--- src/rtl/pal_cfg_loader.sv ---
// Serialises configuration words MSB-first onto the PAL config chain (cfg_clk/cfg_data)
// and raises cfg_en once exactly CHAIN_LEN bits have been shifted.
module pal_cfg_loader #(
  parameter int unsigned CHAIN_LEN = 64,
  parameter int unsigned WORD_W    = 8
) (
  input  logic              clk,
  input  logic              res_n,
  input  logic              start,
  input  logic              abort,
  input  logic [WORD_W-1:0] word_data,
  input  logic              word_valid,
  output logic              word_ready,
  output logic              cfg_clk,
  output logic              cfg_data,
  output logic              cfg_en,
  output logic              busy,
  output logic              done
);

  localparam int unsigned BL_W = $clog2(CHAIN_LEN + 1);
  localparam int unsigned BI_W = (WORD_W > 1) ? $clog2(WORD_W) : 1;
  localparam logic [BL_W-1:0] BL_INIT = BL_W'(CHAIN_LEN);
  localparam logic [BI_W-1:0] BI_LAST = BI_W'(WORD_W - 1);

  typedef enum logic [2:0] {
    S_IDLE      = 3'd0,
    S_WAIT_WORD = 3'd1,
    S_SHIFT_LO  = 3'd2,
    S_SHIFT_HI  = 3'd3,
    S_DONE      = 3'd4
  } state_t;

  state_t r_state;
  state_t w_state_nxt;

  logic [WORD_W-1:0] r_word;
  logic [BI_W-1:0]   r_bit_in_word;
  logic [BL_W-1:0]   r_bits_left;
  logic              r_cfg_clk;
  logic              r_cfg_data;
  logic              r_cfg_en;
  logic              r_word_ready;
  logic              r_busy;
  logic              r_done;

  logic w_busy_state;
  logic w_last_bit;
  logic w_word_end;
  logic w_cfg_clk_nxt;
  logic w_cfg_en_nxt;
  logic w_word_ready_nxt;
  logic w_busy_nxt;
  logic w_done_nxt;
  logic w_load_cnt;
  logic w_capture;
  logic w_advance;
  logic w_next_bit;
  logic w_abort_clr;

  assign w_busy_state = (r_state == S_WAIT_WORD) || (r_state == S_SHIFT_LO) ||
                        (r_state == S_SHIFT_HI);
  assign w_last_bit   = (r_bits_left == BL_W'(1));
  assign w_word_end   = (r_bit_in_word == BI_LAST);

  // State register
  always_ff @(posedge clk or negedge res_n) begin
    if (!res_n) begin
      r_state <= S_IDLE;
    end else begin
      r_state <= w_state_nxt;
    end
  end

  // Next-state logic; abort beats start whenever a load is in flight
  always_comb begin
    w_state_nxt = r_state;
    case (r_state)
      S_IDLE: begin
        if (start) w_state_nxt = S_WAIT_WORD;
      end
      S_WAIT_WORD: begin
        if (abort)           w_state_nxt = S_IDLE;
        else if (word_valid) w_state_nxt = S_SHIFT_LO;
      end
      S_SHIFT_LO: begin
        if (abort) w_state_nxt = S_IDLE;
        else       w_state_nxt = S_SHIFT_HI;
      end
      S_SHIFT_HI: begin
        if (abort)           w_state_nxt = S_IDLE;
        else if (w_last_bit) w_state_nxt = S_DONE;
        else if (w_word_end) w_state_nxt = S_WAIT_WORD;
        else                 w_state_nxt = S_SHIFT_LO;
      end
      S_DONE: begin
        if (start) w_state_nxt = S_WAIT_WORD;
      end
      default: w_state_nxt = S_IDLE;
    endcase
  end

  // Output and datapath controls, decoded from the transition being taken
  always_comb begin
    w_cfg_clk_nxt    = 1'b0;
    w_cfg_en_nxt     = 1'b0;
    w_word_ready_nxt = 1'b0;
    w_busy_nxt       = 1'b0;
    w_done_nxt       = 1'b0;
    w_load_cnt       = 1'b0;
    w_capture        = 1'b0;
    w_advance        = 1'b0;
    w_next_bit       = 1'b0;
    w_abort_clr      = 1'b0;

    case (w_state_nxt)
      S_WAIT_WORD: begin
        w_word_ready_nxt = 1'b1;
        w_busy_nxt       = 1'b1;
      end
      S_SHIFT_LO: w_busy_nxt = 1'b1;
      S_SHIFT_HI: begin
        w_cfg_clk_nxt = 1'b1;
        w_busy_nxt    = 1'b1;
      end
      S_DONE: begin
        w_cfg_en_nxt = 1'b1;
        w_done_nxt   = 1'b1;
      end
      default: ;
    endcase

    w_load_cnt  = ((r_state == S_IDLE) || (r_state == S_DONE)) && (w_state_nxt == S_WAIT_WORD);
    w_capture   = (r_state == S_WAIT_WORD) && (w_state_nxt == S_SHIFT_LO);
    w_advance   = (r_state == S_SHIFT_HI) && (w_state_nxt != S_IDLE);
    w_next_bit  = (r_state == S_SHIFT_HI) && (w_state_nxt == S_SHIFT_LO);
    w_abort_clr = w_busy_state && (w_state_nxt == S_IDLE);
  end

  // Registered outputs and shift datapath; cfg_data only moves while cfg_clk is low
  always_ff @(posedge clk or negedge res_n) begin
    if (!res_n) begin
      r_word        <= '0;
      r_bit_in_word <= '0;
      r_bits_left   <= '0;
      r_cfg_clk     <= 1'b0;
      r_cfg_data    <= 1'b0;
      r_cfg_en      <= 1'b0;
      r_word_ready  <= 1'b0;
      r_busy        <= 1'b0;
      r_done        <= 1'b0;
    end else begin
      r_cfg_clk    <= w_cfg_clk_nxt;
      r_cfg_en     <= w_cfg_en_nxt;
      r_word_ready <= w_word_ready_nxt;
      r_busy       <= w_busy_nxt;
      r_done       <= w_done_nxt;

      if (w_load_cnt) begin
        r_bits_left <= BL_INIT;
      end

      if (w_capture) begin
        r_word        <= word_data << 1;
        r_cfg_data    <= word_data[WORD_W-1];
        r_bit_in_word <= '0;
      end else if (w_advance) begin
        r_bits_left   <= r_bits_left - BL_W'(1);
        r_bit_in_word <= w_word_end ? '0 : r_bit_in_word + BI_W'(1);
        if (w_next_bit) begin
          r_cfg_data <= r_word[WORD_W-1];
          r_word     <= r_word << 1;
        end
      end else if (w_abort_clr) begin
        r_cfg_data <= 1'b0;
      end
    end
  end

  assign word_ready = r_word_ready;
  assign cfg_clk    = r_cfg_clk;
  assign cfg_data   = r_cfg_data;
  assign cfg_en     = r_cfg_en;
  assign busy       = r_busy;
  assign done       = r_done;

endmodule

--- config.mk ---
export PLATFORM = sky130hd
export DESIGN_NAME = pal_cfg_loader
export DESIGN_NICKNAME = d
export VERILOG_FILES = /design/src/rtl/pal_cfg_loader.sv
export SDC_FILE = /design/constraint.sdc
export NUM_CORES = 1
export LEC_CHECK = 0
export ABC_AREA = 0
export CAP_MARGIN = 0
export CORE_MARGIN = 2
export CORE_UTILIZATION = 50
export CTS_CLUSTER_SIZE = 24
export DETAILED_ROUTE_END_ITERATION = 16
export PLACE_DENSITY = 0.75
export SLEW_MARGIN = 20
export SYNTH_ARGS = -nofsm -noshare
export SYNTH_HDL_FRONTEND = slang
export SYNTH_SLANG_ARGS = --single-unit
--- constraint.sdc ---
create_clock -name clk -period 3.1 [get_ports clk]
set_clock_uncertainty 0.2 [all_clocks]
set_input_delay 0.62 -clock clk [delete_from_list [all_inputs] [get_ports clk]]
set_output_delay 0.62 -clock clk [all_outputs]
set_load 0.005 [all_outputs]
==> results of run 1 <==
==> critical path, cell delays in order, from the launching register on <==
cell and delay [ps]:
dfrtp_1 440, nor4_2 510, nand3_2 230, a41oi_4 340, inv_2 100, o31ai_4 500, buf_4 240, nand3_1 80
o21ai_0 110
==> stage by stage <==
step / hold WS (ps) / std cells / util (%) / setup slack (ps) / area, µm²
after global placement: 278.9 / 177 / 61.81 / 247.7 / 1545
final: 313.7 / 181 / 63.01 / 270.9 / 1575
after global routing: 323.8 / 181 / 63.01 / 52.07 / 1575
after CTS: 311.8 / 181 / 63.01 / 262.3 / 1575
after detailed placement: 290.9 / 177 / 61.81 / 103.2 / 1545
after floorplan: 124.4 / 131 / - / 750.0 / 1336
==> cell families (layout without fill, tap and decap cells) <==
logic type	Yosys count	count (layout)	share of synthesized area, %
DFF	25	25	46.82
adders and majority gates	5	5	4.682
AOI/OAI and AO/OA	35	35	20.60
muxes	7	7	5.244
buffers and inverters	19	39	6.554
and+or+nand+nor	40	40	16.10
==> routing by layer <==
layer / vias to the layer above / routed length, µm / track usage (%)
met5: - / 0 / 0
met4: 0 / 25 / 4.878
met3: 2 / 87 / 3.721
met2: 16 / 1192 / 28.06
met1: 491 / 1196 / 24.25
li1: 498 / - / -
==> synthesized netlist by cell type <==
master and count:
o21ai_2 2, nor2_1 12, a31oi_1 1, a32oi_1 1, nor4_1 1, nand3_2 1, o21a_1 1, buf_6 1
dfrtp_1 25, or3_1 2, clkbuf_1 2, mux2i_1 7, nor2b_1 1, o311ai_0 1, a41oi_4 1, nand2b_1 3
a32o_1 1, nand3b_1 3, inv_2 1, inv_1 12, buf_4 1, a21oi_1 8, or3_2 3, nor4_2 1
nand2_1 5, a31o_2 1, a21boi_0 1, o211ai_1 1, buf_2 1, clkbuf_4 1, o31ai_1 3, o21ai_0 9
a21boi_1 2, ha_1 5, nor3_1 1, o31ai_4 2, nand3_1 7
==> cells in the final DEF (no fill, tap or decap), types with 4 or more instances in the layout <==
master,n
inv_1,12
nand3_1,7
clkdlybuf4s50_1,18
ha_1,5
mux2i_1,7
nor2_1,12
buf_4,4
dfrtp_1,25
nand2_1,5
a21oi_1,8
o21ai_0,9
==> how the worst min path moves through the flow <==
stage / endpoint / cells after the start
floorplan: busy$_DFF_PN0_ / 0
detailed placement: r_bit_in_word[0]$_DFFE_PN0P_ / 1
global route: r_bit_in_word[0]$_DFFE_PN0P_ / 1
finish: r_bit_in_word[0]$_DFFE_PN0P_ / 1
global placement: r_bit_in_word[0]$_DFFE_PN0P_ / 1
CTS: r_bit_in_word[0]$_DFFE_PN0P_ / 1
==> final cells by class <==
cell class,count,area (µm²)
clock buffer,3,22.52
inverter,13,48.80
clock inverter,1,7.507
fill,218,924.6
tap,30,37.54
multi-input combinational,87,623.1
timing repair buffer,22,210.2
sequential,25,625.6
==> registers in the layout, indices dropped and copies added (netlist names) <==
register / cells
word_ready: 1
busy: 1
cfg_data: 1
r_bits_left: 7
r_bit_in_word: 3
cfg_clk: 1
done: 1
r_word: 7
r_state: 3
==> power by group through the flow <==
stage	clock, µW	combinational [µW]	sequential (µW)
floorplan	0	411	521
global placement	0	528	544
detailed placement	0	554	549
CTS	152	557	543
global route	167	628	561
finish	151	551	544
==> reports/qor.yml, run 1 <==
run_status:
  status: "finished clean"
timing:
  finalSetupTns_ps: 0
  slew_violations: 0
  worst_pin_slew_ps: 513.0
  hold_violations: 0
  fin_crit_ps: 2829
  max_freq_ghz: 0.3535
  rsz0062_at_grt: "no"
  relSlewSlack_pct: 65.80
  min_period_over_period_pct: 91.26
  setup_viol: 0
grt:
  overflow: 0
  grt_max_degree: 26
  grt_first_pass_wirelength_mm: 4.457
  grt_pass1_vias: 1016
  antenna_found_initial: 0
  track_usage_pct: 17.58
logic_synthesis:
  yosysSeqAreaShare_pct: 46.82
  netlist.area_leader.share_pct: 46.82
  yosys.area.top_type: "dfrtp_1"
  synthTopCellsByArea: "dfrtp_1 (47%), mux2i_1 (5.2%), ha_1 (4.7%)"
  syn_area_per_cell_um2: 10.20
  syn_nets: 149
  syn_inst: 131
  synth_area_um2: 1336
  yosys_warnings: 0
  ys_ff_latch: 25
  ys_types: 37
floorplan:
  die_h_um: 55.70
  rows: 18
  die_area_um2: 3102
  die-width_um: 55.70
  io_pins: 19
  initial_core_util_pct: 53.45
  design.core.area_um2: 2500
worst_setup_path:
  cp_data_arrival_time_ps: 2880
  cp-end-kind: "flip-flop"
  critPathMaxFanout: 12
  r2r-start: "r_bits_left[3]$_DFF_PN0_"
  r2r_cells: 8
  setup.worst_path.end: "r_bit_in_word[1]$_DFFE_PN0P_"
  cp.required_ps: 3160
  crit_start: "r_bits_left[3]$_DFF_PN0_"
  r2r_slack_ps: 270
  timing.rr.end: "r_bit_in_word[1]$_DFFE_PN0P_"
  critical_path_class: "reg -> reg"
  crit_path_start_kind: "flip-flop"
finish:
  final_nets: 170
  area_growth_pct: 17.88
  drive_above_1_share_pct: 13.25
  insertedDiodeCount: 0
pwr:
  pwr-share-comb_pct: 44.2
  pwr-share-clk_pct: 12.1
  leakagePower_uw: 0.0007218
  swShare_pct: 39.92
  intPower_uw: 748.8
  power.total_uw: 1246
  seqPwrFrac_pct: 43.7
  power.density_nw_per_um2: 791.1
  irDropWorstVdd_mv: 0.5717
  p_sw_uw: 497.4
detailed_routing:
  drc: 0
  num_vias: 1007
  firstDrtPassIters: 4
  wirelength_mm: 2.501
  final_antenna_net_count: 0
  drt-initial-drc-count: 16
  wl_per_cell_um: 13.82
  routed_via_density: 5.564
clock_network:
  clk_pin_slew_ps: 140
  cts_setup_buffers: 0
  cts_tree: "built"
  htreeDepth: 1
  clock_path_buffers: 2
  cts.sinks: 25
  cts_resized: 0
  cts_hold_buf: 0
  cts_made_buffers: 3
  root_buffer: "clkbuf_4"
  clkLatencyLatePin_ps: 330
min_path:
  worstHoldStart: "r_bit_in_word[0]$_DFFE_PN0P_"
  hp-class: "reg -> reg"
flow_run:
  cap_violations: 0
place:
  place_congestion: 0.8511
  io_buffers: 18
  dp_hpwl_mm: 1.882
(Power assumes the default switching activity.)
==> run 2: changes to the inputs <==
--- a/config.mk
+++ b/config.mk
@@ -16,3 +16,4 @@
 export SYNTH_ARGS = -nofsm -noshare
 export SYNTH_HDL_FRONTEND = slang
 export SYNTH_SLANG_ARGS = --single-unit
+export TNS_END_PERCENT = 100
==> results of run 2 <==
Final layout, timing and power as in run 1 (identical DEF).
==> patch 1: new RTL, settings of run 1 <==
Encoding of `state_t`: now Gray code (3 bits for 5 states).
--- a/src/rtl/pal_cfg_loader.sv
+++ b/src/rtl/pal_cfg_loader.sv
@@ -25,9 +25,9 @@
 
   typedef enum logic [2:0] {
-    S_IDLE      = 3'd0,
-    S_WAIT_WORD = 3'd1,
-    S_SHIFT_LO  = 3'd2,
-    S_SHIFT_HI  = 3'd3,
-    S_DONE      = 3'd4
+    S_IDLE      = 3'b000,
+    S_WAIT_WORD = 3'b001,
+    S_SHIFT_LO  = 3'b011,
+    S_SHIFT_HI  = 3'b010,
+    S_DONE      = 3'b110
   } state_t;
 
Behaviour: same outputs for any inputs over 10 cycles, from zero or initial values; not proved beyond that.
==> patch 1 against run 1 <==
- setup slack better by 380 ps
- total power fell by 11%
- hold slack worse by 15 ps
- die area fell by 5.0%
- final area shrank 4.3%
- register-to-register slack improved by 630 ps
- cell count fell by 9.4%
- area after synthesis shrank 5.4%
- sequential cell count unchanged
- synthesized cell count fell by 13%
- combinational power decreased by 23%
- sequential share of layout area up 1.8 points
- routed wire length is 3.5% lower
- largest power group is now sequential cells
==> patch 1: results (changes against run 1) <==
- The number of nets in the final layout was 152 (-11%).
- The routed wire length per instance is 14.7 µm (+6.5%).
- The total placed instance area was 1480 µm² (-4.1%).
- The total number of vias came to 918 (-8.8%).
- The source of the worst register-to-register timing path is r_state[0].
- The synthesized netlist net count came to 131 (-12%).
- The maximum cell stage delay along the critical path was 540 ps (+30 ps).
- The commonest cells after synthesis are 25 x sky130_fd_sc_hd__dfrtp_1, 9 x sky130_fd_sc_hd__nand2_1, 7 x sky130_fd_sc_hd__mux2_1, 7 x sky130_fd_sc_hd__nor2_1.
- The maximum net fanout on the critical path was 5 (-7).
- The global-route total usage across every layer is 0.183 (+0.00739).
- Following the worst setup path forward leads to its endpoint at r_bits_left[5].
- Yosys attributes the largest share of cell area to sky130_fd_sc_hd__dfrtp_1 50%, sky130_fd_sc_hd__mux2_1 6.2%, sky130_fd_sc_hd__mux2_2 5.3%.
- The cell count after synthesis is 114 (-13%).
- The vias per cell is 5.60 (+0.61%).
- The first-pass GRT wire length is 3830 µm (-14%).
- The run finished with clean final reports.
- The tightest slew margin relative to the limit is 0.718 (+0.0595).
- The share of the yosys chip area belonging to registers came to 0.495 (+0.0269).
- The fill cell total of the finished layout is 202 (-7.3%).
- The number of unique standard cell types used by synthesis is 38 (+2.7%).
- The starting DRC count in detailed routing is 20 (+4).
- The number of global-route vias before repair is 879 (-13%).
- The worst setup path startpoint is abort.
- The clock insertion delay at the later pin of the skew report was 310 ps (-20 ps).
- The largest individual stage delay along the critical path comes from the cell sky130_fd_sc_hd__or4b_1.
patch 1: changes by cell type after synthesis, sizes merged, moves of 5 or more:
| cell | run 1 | this run |
|---|---|---|
| mux2 | 0 | 13 |
| nor2b | 1 | 6 |
| inv | 13 | 2 |
| nor2 | 12 | 7 |
| a21oi | 8 | 2 |
| mux2i | 7 | 0 |
| or3 | 5 | 0 |
patch 1: per-layer routing:
layer / global-route usage / up-vias / wire length, µm
li1: - / 451 / -
met1: 0.228 / 450 / 1040
met2: 0.321 / 15 / 1280
met3: 0.0301 / 2 / 81
met4: 0.0625 / 0 / 10
met5: 0 / - / 0
patch 1: layout make-up:
cell class	count	area [µm²]	share of cell area
Multi-Input combinational cell	81	601	0.398
Tap cell	30	37.5	0.0249
Sequential cell	25	626	0.415
Clock buffer	4	26.3	0.0174
Inverter	2	7.51	0.00498
Timing Repair Buffer	22	210	0.139
patch 1: where the power goes:
part	internal [µW]	total, µW	switching (µW)
registers	441	544	102
logic	234	422	188
clock network	50.2	144	94.1
total	726	1110	384
patch 1: through the flow:
step,hold slack [ps],util,worst slack [ps],total power [µW]
detailed placement,282,0.609,311,972
global placement,262,0.609,342,943
floorplan,124,-,790,811
CTS,302,0.620,641,1120
global route,317,0.620,562,1200
finish,299,0.620,654,1110
patch 1: kinds of logic (layout without fill, tap and decap cells):
kind of cell	after synthesis	after routing	synth area share
AND/OR/NAND/NOR	41	41	0.184
adder cells (fa/ha/maj)	4	4	0.0396
buffers and inverters	8	28	0.0297
multiplexers	13	13	0.116
AO/OA/AOI/OAI	21	21	0.122
flip-flops	25	25	0.495
XOR/XNOR	2	2	0.0139
==> patch 2: new RTL, config.mk and constraints of run 1 <==
Without the edit above. Set the parameter `WORD_W` to 32 (it was 8).
--- a/src/rtl/pal_cfg_loader.sv
+++ b/src/rtl/pal_cfg_loader.sv
@@ -3,5 +3,5 @@
 module pal_cfg_loader #(
   parameter int unsigned CHAIN_LEN = 64,
-  parameter int unsigned WORD_W    = 8
+  parameter int unsigned WORD_W    = 32
 ) (
   input  logic              clk,
Interface: changed (resized word_data); port bits go from 19 to 43. No check against the original RTL was run, so the function may have changed too.
==> patch 2 against run 1 <==
- cell count grew 92%
- sequential cell count rose by 26
- final area up 100%
- maximum frequency is 3.0% higher
- clock power grew to 2.7 times the old value
- synthesized cell count rose by 83%
- area after synthesis is 91% higher
- routed wire length rose by 86%
- via count rose by 82%
- sequential power grew 93%
- setup slack better by 83 ps
- total power up 81%
- critical path type unchanged
- critical endpoint is now r_bits_left[6]
- highest routed layer unchanged
==> patch 2: results (changes against run 1) <==
- The run finished with clean final reports.
- The endpoint arrival time on the critical path was 2740 ps (-140 ps).
- The static leakage power was 0.00130 µW (+80%).
- The met3 usage in global routing came to 0.0331 (-0.00414).
- The routability congestion estimate from global placement is 0.823 (-3.4%).
- The clock insertion delay at the later pin of the skew report was 300 ps (-30 ps).
- The highest metal layer carrying signal wires in the routed design is met4.
- The number of nets in the final layout is 322 (+89%).
- The largest registers in the layout are r_word: 31 flops, r_bits_left: 7 flops, r_bit_in_word: 5 flops.
- The internal power consumption is 1470 µW (+96%).
- The fraction of layout instances using a drive strength above 1 is 0.114 (-0.0186).
- By count the netlist is led by 51 x sky130_fd_sc_hd__dfrtp_1, 40 x sky130_fd_sc_hd__nand2_1, 36 x sky130_fd_sc_hd__o21ai_0.
- The estimated wirelength of the detail-placed design is 3260 µm (+73%).
- The amount of wire on met2 after detailed routing came to 2260 µm (+89%).
- The post-route met1 wirelength is 2170 µm (+81%).
- The logic gate share of total power is 0.352 (-0.090).
- The register clock-pin slew on the reported worst setup and hold paths is 90 ps (-50 ps).
- The share of the yosys chip area belonging to registers came to 0.501 (+0.0328).
- The most frequent standard cell in the layout excluding fill and tap cells is sky130_fd_sc_hd__dfrtp_1.
- The maximum net fanout on the critical path is 8 (-4).
- The vias per cell came to 5.27 (-5.3%).
- The tightest slew margin relative to the limit was 0.633 (-0.0252).
- Among all stages on the critical path, the largest delay is contributed by sky130_fd_sc_hd__dfrtp_1.
- The starting DRC count in detailed routing is 66 (+50).
- The maximum vdd drop was 0.314 mV (-45%).
- The internal reg-to-reg setup slack came to 350 ps (+80 ps).
- The total CTS buffers is 5 (+2).
- The routed wire length per instance is 13.4 µm (-3.1%).
- The quantity of I/O buffers inserted on ports came to 42 (+24).
- The first-pass GRT wire length came to 7620 µm (+71%).
- The met2 usage in global routing is 0.296 (+0.0150).
- The number of unique standard cell types used by synthesis came to 47 (+27%).
- The clock share of power came to 0.184 (+0.063).
- The deepest level of the CTS H-tree is 2 (+1).
- The post-placement setup slack is 56.9 ps (-46.3 ps).
- The global-route total usage across every layer is 0.176 (+0.000602).
- The endpoint identified for the worst register-to-register timing path is r_bits_left[6].
- The synthesized netlist net count is 282 (+89%).
- The fill cell total of the finished layout came to 411 (+89%).
- The tightest hold margin is 92.5 ps (-221 ps).
- The met3 wire length came to 167 µm (+92%).
- The length in cells of the worst reg-to-reg path is 9 (+1).
- The maximum cell stage delay along the critical path is 410 ps (-100 ps).
- After synthesis, the cell types taking the most area are sky130_fd_sc_hd__dfrtp_1 50%, sky130_fd_sc_hd__mux2i_1 13%, sky130_fd_sc_hd__o21ai_0 7.1%.
- The pin count of the biggest net entering global routing is 62 (+140%).
- The startpoint identified for the worst register-to-register timing path is r_bit_in_word[0].
- The met1 usage in global routing is 0.230 (-0.0125).
## patch 2: cell types whose count changed after synthesis, moves of 9 or more
cell	run 1	this run
sky130_fd_sc_hd__dfrtp_1	25	51
sky130_fd_sc_hd__inv_1	12	3
sky130_fd_sc_hd__mux2i_1	7	33
sky130_fd_sc_hd__nand2_1	5	40
sky130_fd_sc_hd__o21ai_0	9	36
## patch 2: worst max path at each step
stage / slack, ps / to / cells past startpoint / from
2_1_floorplan: 470 / r_bits_left[6] / 9 / r_bit_in_word[0]
3_3_place_gp: 180 / r_bits_left[6] / 8 / abort
3_5_place_dp: 60 / r_bits_left[3] / 9 / abort
4_1_cts: 170 / r_bits_left[3] / 10 / r_bit_in_word[0]
5_1_grt: 200 / r_bits_left[4] / 9 / r_bit_in_word[0]
6_report: 350 / r_bits_left[6] / 9 / r_bit_in_word[0]
## patch 2: per-stage QoR
step                area (µm²)  instances  total power [µW]   util
finish                    3160        348              2260  0.656
global route              3160        348              2430  0.656
CTS                       3150        348              2280  0.655
detailed placement        3050        340              1860  0.633
global placement          3050        340              1840  0.633
floorplan                 2550        240              1600      -
## patch 2: logic make-up after synthesis
| group | synth area share |
|---|---|
| simple gates | 0.161 |
| mux | 0.134 |
| buf+inv | 0.0309 |
| xor+xnor | 0.00688 |
| compound gates | 0.142 |
| fa+ha+maj | 0.0246 |
| flops | 0.501 |
## patch 2: cell type report
| type | instances | area share |
|---|---|---|
| well taps | 67 | 0.0265 |
| clock buffers | 7 | 0.0305 |
| flip-flops and latches | 51 | 0.404 |
| multi-input cells | 170 | 0.380 |
| repair buffers | 47 | 0.151 |
| inverters | 5 | 0.00594 |
| clock inverters | 1 | 0.00238 |
